**config.mk**
```make
export PLATFORM = sky130hd
export DESIGN_NAME = contador_bcd
export DESIGN_NICKNAME = d
export VERILOG_FILES = /design/src/rtl/contador_bcd.sv
export SDC_FILE = /design/constraint.sdc
export NUM_CORES = 1
export LEC_CHECK = 0
export ABC_AREA = 1
export CAP_MARGIN = 20
export CORE_MARGIN = 2
export CORE_UTILIZATION = 35
export CTS_BUF_LIST = sky130_fd_sc_hd__clkbuf_2 sky130_fd_sc_hd__clkbuf_4 sky130_fd_sc_hd__clkbuf_8
export CTS_CLUSTER_DIAMETER = 60
export DETAILED_ROUTE_END_ITERATION = 8
export MAX_ROUTING_LAYER = met4
export PLACE_DENSITY = 0.58
export SLEW_MARGIN = 30
export SYNTH_ARGS = -nofsm -noshare
export SYNTH_HDL_FRONTEND = slang
export SYNTH_SLANG_ARGS = --single-unit
```
**constraint.sdc**
```tcl
create_clock -name clk -period 3.9 [get_ports clk]
set_input_delay 0.78 -clock clk [delete_from_list [all_inputs] [get_ports clk]]
set_output_delay 0.78 -clock clk [all_outputs]
set_load 0.02 [all_outputs]
```
**src/rtl/contador_bcd.sv**
```systemverilog
// contador_bcd: prescaled up/down BCD digit (0-9) with preload, carry/borrow pulse and a pushbutton pause.
// Define CONTADOR_DEBOUNCE_EN to build the button debouncer; without it DB_CYCLES is ignored.
module contador_bcd #(
    parameter int CLK_HZ    = 50_000_000,
    parameter int TICK_HZ   = 1,
    parameter int DB_CYCLES = 1_000_000
) (
    input  logic       clk,
    input  logic       rst_n,
    input  logic       en,
    input  logic       dir,
    input  logic       load,
    input  logic [3:0] dato,
    input  logic       btn_pausa,
    output logic [3:0] A,
    output logic       tick,
    output logic       acarreo,
    output logic       pausado
);
    localparam int DIV = CLK_HZ / TICK_HZ;
    localparam int PW  = $clog2(DIV);
    localparam logic [PW-1:0] PRESC_LAST = PW'(DIV - 1);

    typedef enum logic [0:0] {
        CORRIENDO = 1'b0,
        PAUSADO   = 1'b1
    } pausa_t;

    function automatic logic [3:0] sat_bcd(input logic [3:0] v);
        logic [3:0] r;
        if (v > 4'd9) begin
            r = 4'd9;
        end else begin
            r = v;
        end
        return r;
    endfunction

    logic          sync1_r;
    logic          sync2_r;
    logic          btn_level_s;
    logic          level_d_r;
    logic          rise_s;
    pausa_t        state_r;
    pausa_t        state_next_s;
    logic [PW-1:0] presc_r;
    logic [PW-1:0] presc_next_s;
    logic [3:0]    a_next_s;
    logic          step_s;
    logic          wrap_s;

    // two-flop synchronizer for the raw pushbutton
    always_ff @(posedge clk or negedge rst_n) begin
        if (!rst_n) begin
            sync1_r <= 1'b0;
            sync2_r <= 1'b0;
        end else begin
            sync1_r <= btn_pausa;
            sync2_r <= sync1_r;
        end
    end

`ifdef CONTADOR_DEBOUNCE_EN
    localparam int DBW = (DB_CYCLES > 1) ? $clog2(DB_CYCLES) : 1;
    localparam logic [DBW-1:0] DB_LAST = DBW'(DB_CYCLES - 1);

    logic [DBW-1:0] db_cnt_r;
    logic           db_level_r;

    // accept a new level after DB_CYCLES consecutive differing samples; any return restarts the window
    always_ff @(posedge clk or negedge rst_n) begin
        if (!rst_n) begin
            db_cnt_r   <= {DBW{1'b0}};
            db_level_r <= 1'b0;
        end else if (sync2_r == db_level_r) begin
            db_cnt_r   <= {DBW{1'b0}};
        end else if (db_cnt_r == DB_LAST) begin
            db_cnt_r   <= {DBW{1'b0}};
            db_level_r <= sync2_r;
        end else begin
            db_cnt_r   <= db_cnt_r + 1'b1;
        end
    end

    assign btn_level_s = db_level_r;
`else
    logic unused_db_cycles_s;
    assign unused_db_cycles_s = (DB_CYCLES > 0);
    assign btn_level_s        = sync2_r;
`endif

    assign rise_s  = btn_level_s & ~level_d_r;
    assign pausado = (state_r == PAUSADO);

    // pause state and edge-detect history
    always_ff @(posedge clk or negedge rst_n) begin
        if (!rst_n) begin
            level_d_r <= 1'b0;
            state_r   <= CORRIENDO;
        end else begin
            level_d_r <= btn_level_s;
            state_r   <= state_next_s;
        end
    end

    // each accepted press flips between running and paused
    always_comb begin
        state_next_s = state_r;
        if (rise_s) begin
            case (state_r)
                CORRIENDO: state_next_s = PAUSADO;
                PAUSADO:   state_next_s = CORRIENDO;
                default:   state_next_s = CORRIENDO;
            endcase
        end else begin
            state_next_s = state_r;
        end
    end

    // prescaler advance, step detection and next digit; the step sees the pre-toggle pause state
    always_comb begin
        presc_next_s = presc_r;
        a_next_s     = A;
        step_s       = 1'b0;
        wrap_s       = 1'b0;
        if (load) begin
            presc_next_s = {PW{1'b0}};
            a_next_s     = sat_bcd(dato);
        end else if (en && (state_r == CORRIENDO)) begin
            if (presc_r == PRESC_LAST) begin
                presc_next_s = {PW{1'b0}};
                step_s       = 1'b1;
                if (dir) begin
                    if (A >= 4'd9) begin
                        a_next_s = 4'd0;
                        wrap_s   = 1'b1;
                    end else begin
                        a_next_s = A + 4'd1;
                    end
                end else begin
                    if (A == 4'd0) begin
                        a_next_s = 4'd9;
                        wrap_s   = 1'b1;
                    end else if (A > 4'd9) begin
                        a_next_s = 4'd9;
                    end else begin
                        a_next_s = A - 4'd1;
                    end
                end
            end else begin
                presc_next_s = presc_r + 1'b1;
            end
        end else begin
            presc_next_s = presc_r;
        end
    end

    // registered digit, pulses and prescaler
    always_ff @(posedge clk or negedge rst_n) begin
        if (!rst_n) begin
            presc_r <= {PW{1'b0}};
            A       <= 4'd0;
            tick    <= 1'b0;
            acarreo <= 1'b0;
        end else begin
            presc_r <= presc_next_s;
            A       <= a_next_s;
            tick    <= step_s;
            acarreo <= wrap_s;
        end
    end

endmodule

```
==> impl_metrics.json <==
{
  "status": "finished, final reports clean",
  "multi_input_area_um2": 1249,
  "wirelength_mm": 5.296,
  "p_per_area_nw_per_um2": 356.4,
  "vias_per_cell": 4.728,
  "cap_violations": 0,
  "rsz0062_at_grt": "no",
  "layout_common_cells": "nand2_1 (111), nor2_1 (58), inv_1 (39), dfrtp_1 (36), nand3_1 (28)",
  "ant_nets": 0,
  "ios": 17,
  "cts_tree": "done",
  "place_congestion": 0.8678,
  "hold_viol": 0,
  "drc": 0,
  "drt_pass1_iterations": 4,
  "antenna_found_initial": 0,
  "vias": 2066,
  "overflow": 0,
  "synthArstFlopShare_pct": 100.0,
  "cts_resized": 0,
  "fin_crit_ns": 2.304,
  "cts_root_buffer": "clkbuf_8",
  "layout-drive-gt1-share_pct": 6.111,
  "synth_edf_count": 0,
  "power.net_switching_w": 0.0002882,
  "insertion_delay_ns": 0.30,
  "pwr-share-seq_pct": 43.9,
  "grt_max_degree": 37,
  "avgSynthCellArea_um2": 6.848,
  "slew_violations": 0,
  "peakVddDrop_uv": 193.7,
  "final_util_pct": 41.75,
  "synth_top_flop_cell": "dfrtp_1",
  "htreeDepth": 2,
  "worst-path-max-fanout": 17,
  "worstPathArrival_ns": 2.47,
  "slew_headroom_pct": 45.32,
  "fin_nets": 374,
  "core_area_um2": 6386,
  "dieWidth_um": 85.57,
  "cts.clk_slew.worst_paths_ns": 0.07,
  "cts_num_sinks": 36,
  "synthCells": 340,
  "grt_pass1_wl_mm": 9.177,
  "die_h_um": 85.57,
  "nFillCells": 644,
  "netlist_top_cells_area": "dfrtp_1 (39%), nand2_1 (18%), nor2_1 (9.3%)",
  "clockBufferDepth": 2,
  "cp.required_ns": 4.06,
  "dp_slack_ns": 1.268,
  "period_share_pct": 59.07,
  "yosysSeqAreaShare_pct": 38.69,
  "drtIter0Drc": 172,
  "synth_cell_types": 23,
  "cts_setup_buffers": 0,
  "syn_area_um2": 2328,
  "synth_top_cell_by_area": "dfrtp_1",
  "num_rows": 29,
  "max_freq_mhz": 434.0,
  "synth.top_cell.area_share_pct": 38.69,
  "finalSetupViolations": 0,
  "crit_type": "primary input to flip-flop",
  "dieArea_um2": 7321,
  "numCtsBuffers": 5,
  "regArea_um2": 900.9,
  "start_util_pct": 36.46,
  "yosys_warnings": 0,
  "p_leak_nw": 1.261,
  "antenna_cells": 0,
  "grt_pass1_vias": 1922,
  "setup_tns_ns": 0,
  "fin_ws_ns": 1.596,
  "worst_slew_pin_slew_ns": 0.8202,
  "p_clk_share_pct": 35.6,
  "startpoint_type": "primary input",
  "dp_hpwl_mm": 3.825,
  "swShare_pct": 30.33,
  "syn_nets": 355,
  "wl_per_cell_um": 12.12,
  "hold_path.class": "flip-flop to flip-flop",
  "hold_buffers": 0,
  "combPwrFrac_pct": 20.5,
  "area_growth_pct": 14.51,
  "final_common_cell": "nand2_1",
  "fin_worst_skew_ns": 0.009533,
  "synth_seq_cells": 36,
  "place.port_buffers": 16,
  "cp-end-kind": "flip-flop",
  "grt_usage_pct": 16.27,
  "p_int_w": 0.0006621
}
[cell families (layout without fill, tap and decap cells)]
kind of cell             Yosys count  count (layout)  synth area share [%]
AO/OA/AOI/OAI                     16              16                 4.245
XOR/XNOR                          16              16                 6.018
adder cells (fa/ha/maj)            5               5                 2.687
buffers and inverters             45              65                 7.684
flip-flops                        36              36                 38.69
AND/OR/NAND/NOR                  222             222                 40.68
[layout make-up]
cell class,instances,share of cell area (%)
multi-input cells,259,46.83
inverters,41,5.772
flip-flops and latches,36,33.79
well taps,77,3.613
clock buffers,6,2.863
clock inverters,2,1.314
repair buffers,16,5.819
[power by group through the flow]
stage / Combinational [W] / Sequential, W / Clock [W]
CTS: 0.000197 / 0.000418 / 0.000343
detailed placement: 0.000197 / 0.000425 / 0
floorplan: 0.000117 / 0.000432 / 0
finish: 0.000195 / 0.000417 / 0.000338
global placement: 0.000195 / 0.000424 / 0
global route: 0.000218 / 0.000420 / 0.000363
[through the flow]
| stage | power [W] | std cells | hold WS (ns) | instance area (um2) |
|---|---|---|---|---|
| after floorplan | 0.0005492 | 340 | 0.3312 | 2328 |
| after global placement | 0.0006190 | 429 | 0.3392 | 2555 |
| after detailed placement | 0.0006213 | 429 | 0.3387 | 2555 |
| after CTS | 0.0009583 | 437 | 0.3559 | 2666 |
| after global routing | 0.001001 | 437 | 0.3588 | 2666 |
| final | 0.0009502 | 437 | 0.3513 | 2666 |
[sequential cells by signal, summed over array words and instances (netlist names)]
signal       flops
A                4
acarreo          1
btn_level_s      1
level_d_r        1
pausado          1
presc_r         26
sync1_r          1
tick             1
[critical path, cell delays in order]
cell and delay (ns):
clkdlybuf4s50_1 0.55, inv_2 0.12, nand2_2 0.30, inv_2 0.19, nor2_4 0.20, nand3_1 0.13, xor2_1 0.15, nor2_1 0.05
[worst paths after layout]
kind / cells past startpoint / slack, ns / start / to
worst max-delay path: 8 / 1.60 / load / presc_r[13]
worst min-delay path: 0 / 0.35 / sync1_r / btn_level_s
worst max register to register: 8 / 2.06 / presc_r[0] / presc_r[9]
worst min register to register: 0 / 0.35 / sync1_r / btn_level_s
max in group asynchronous: 1 / 2.80 / rst_n / presc_r[22]
min in group asynchronous: 1 / 0.58 / rst_n / presc_r[19]
[synthesized netlist by cell type (2+ instances only)]
| master | instances |
|---|---|
| a21oi_1 | 6 |
| buf_2 | 2 |
| dfrtp_1 | 36 |
| ha_1 | 5 |
| inv_1 | 39 |
| inv_2 | 2 |
| nand2_1 | 111 |
| nand2_2 | 4 |
| nand3_1 | 28 |
| nand4_1 | 10 |
| nor2_1 | 58 |
| nor2_2 | 2 |
| nor2_4 | 3 |
| nor3_1 | 3 |
| o21ai_0 | 6 |
| o21bai_1 | 3 |
| xor2_1 | 16 |
[per-layer routing]
layer	global-route usage (%)	vias to the layer above	wire length (um)	part of all wire, %
li1	-	1096	-	-
met5	-	-	0	0
met4	6.926	0	72	1.4
met3	3.272	8	219	4.1
met2	23.93	42	2382	45
met1	21.86	920	2622	50
Note: power is estimated with default switching activity, not from simulation.
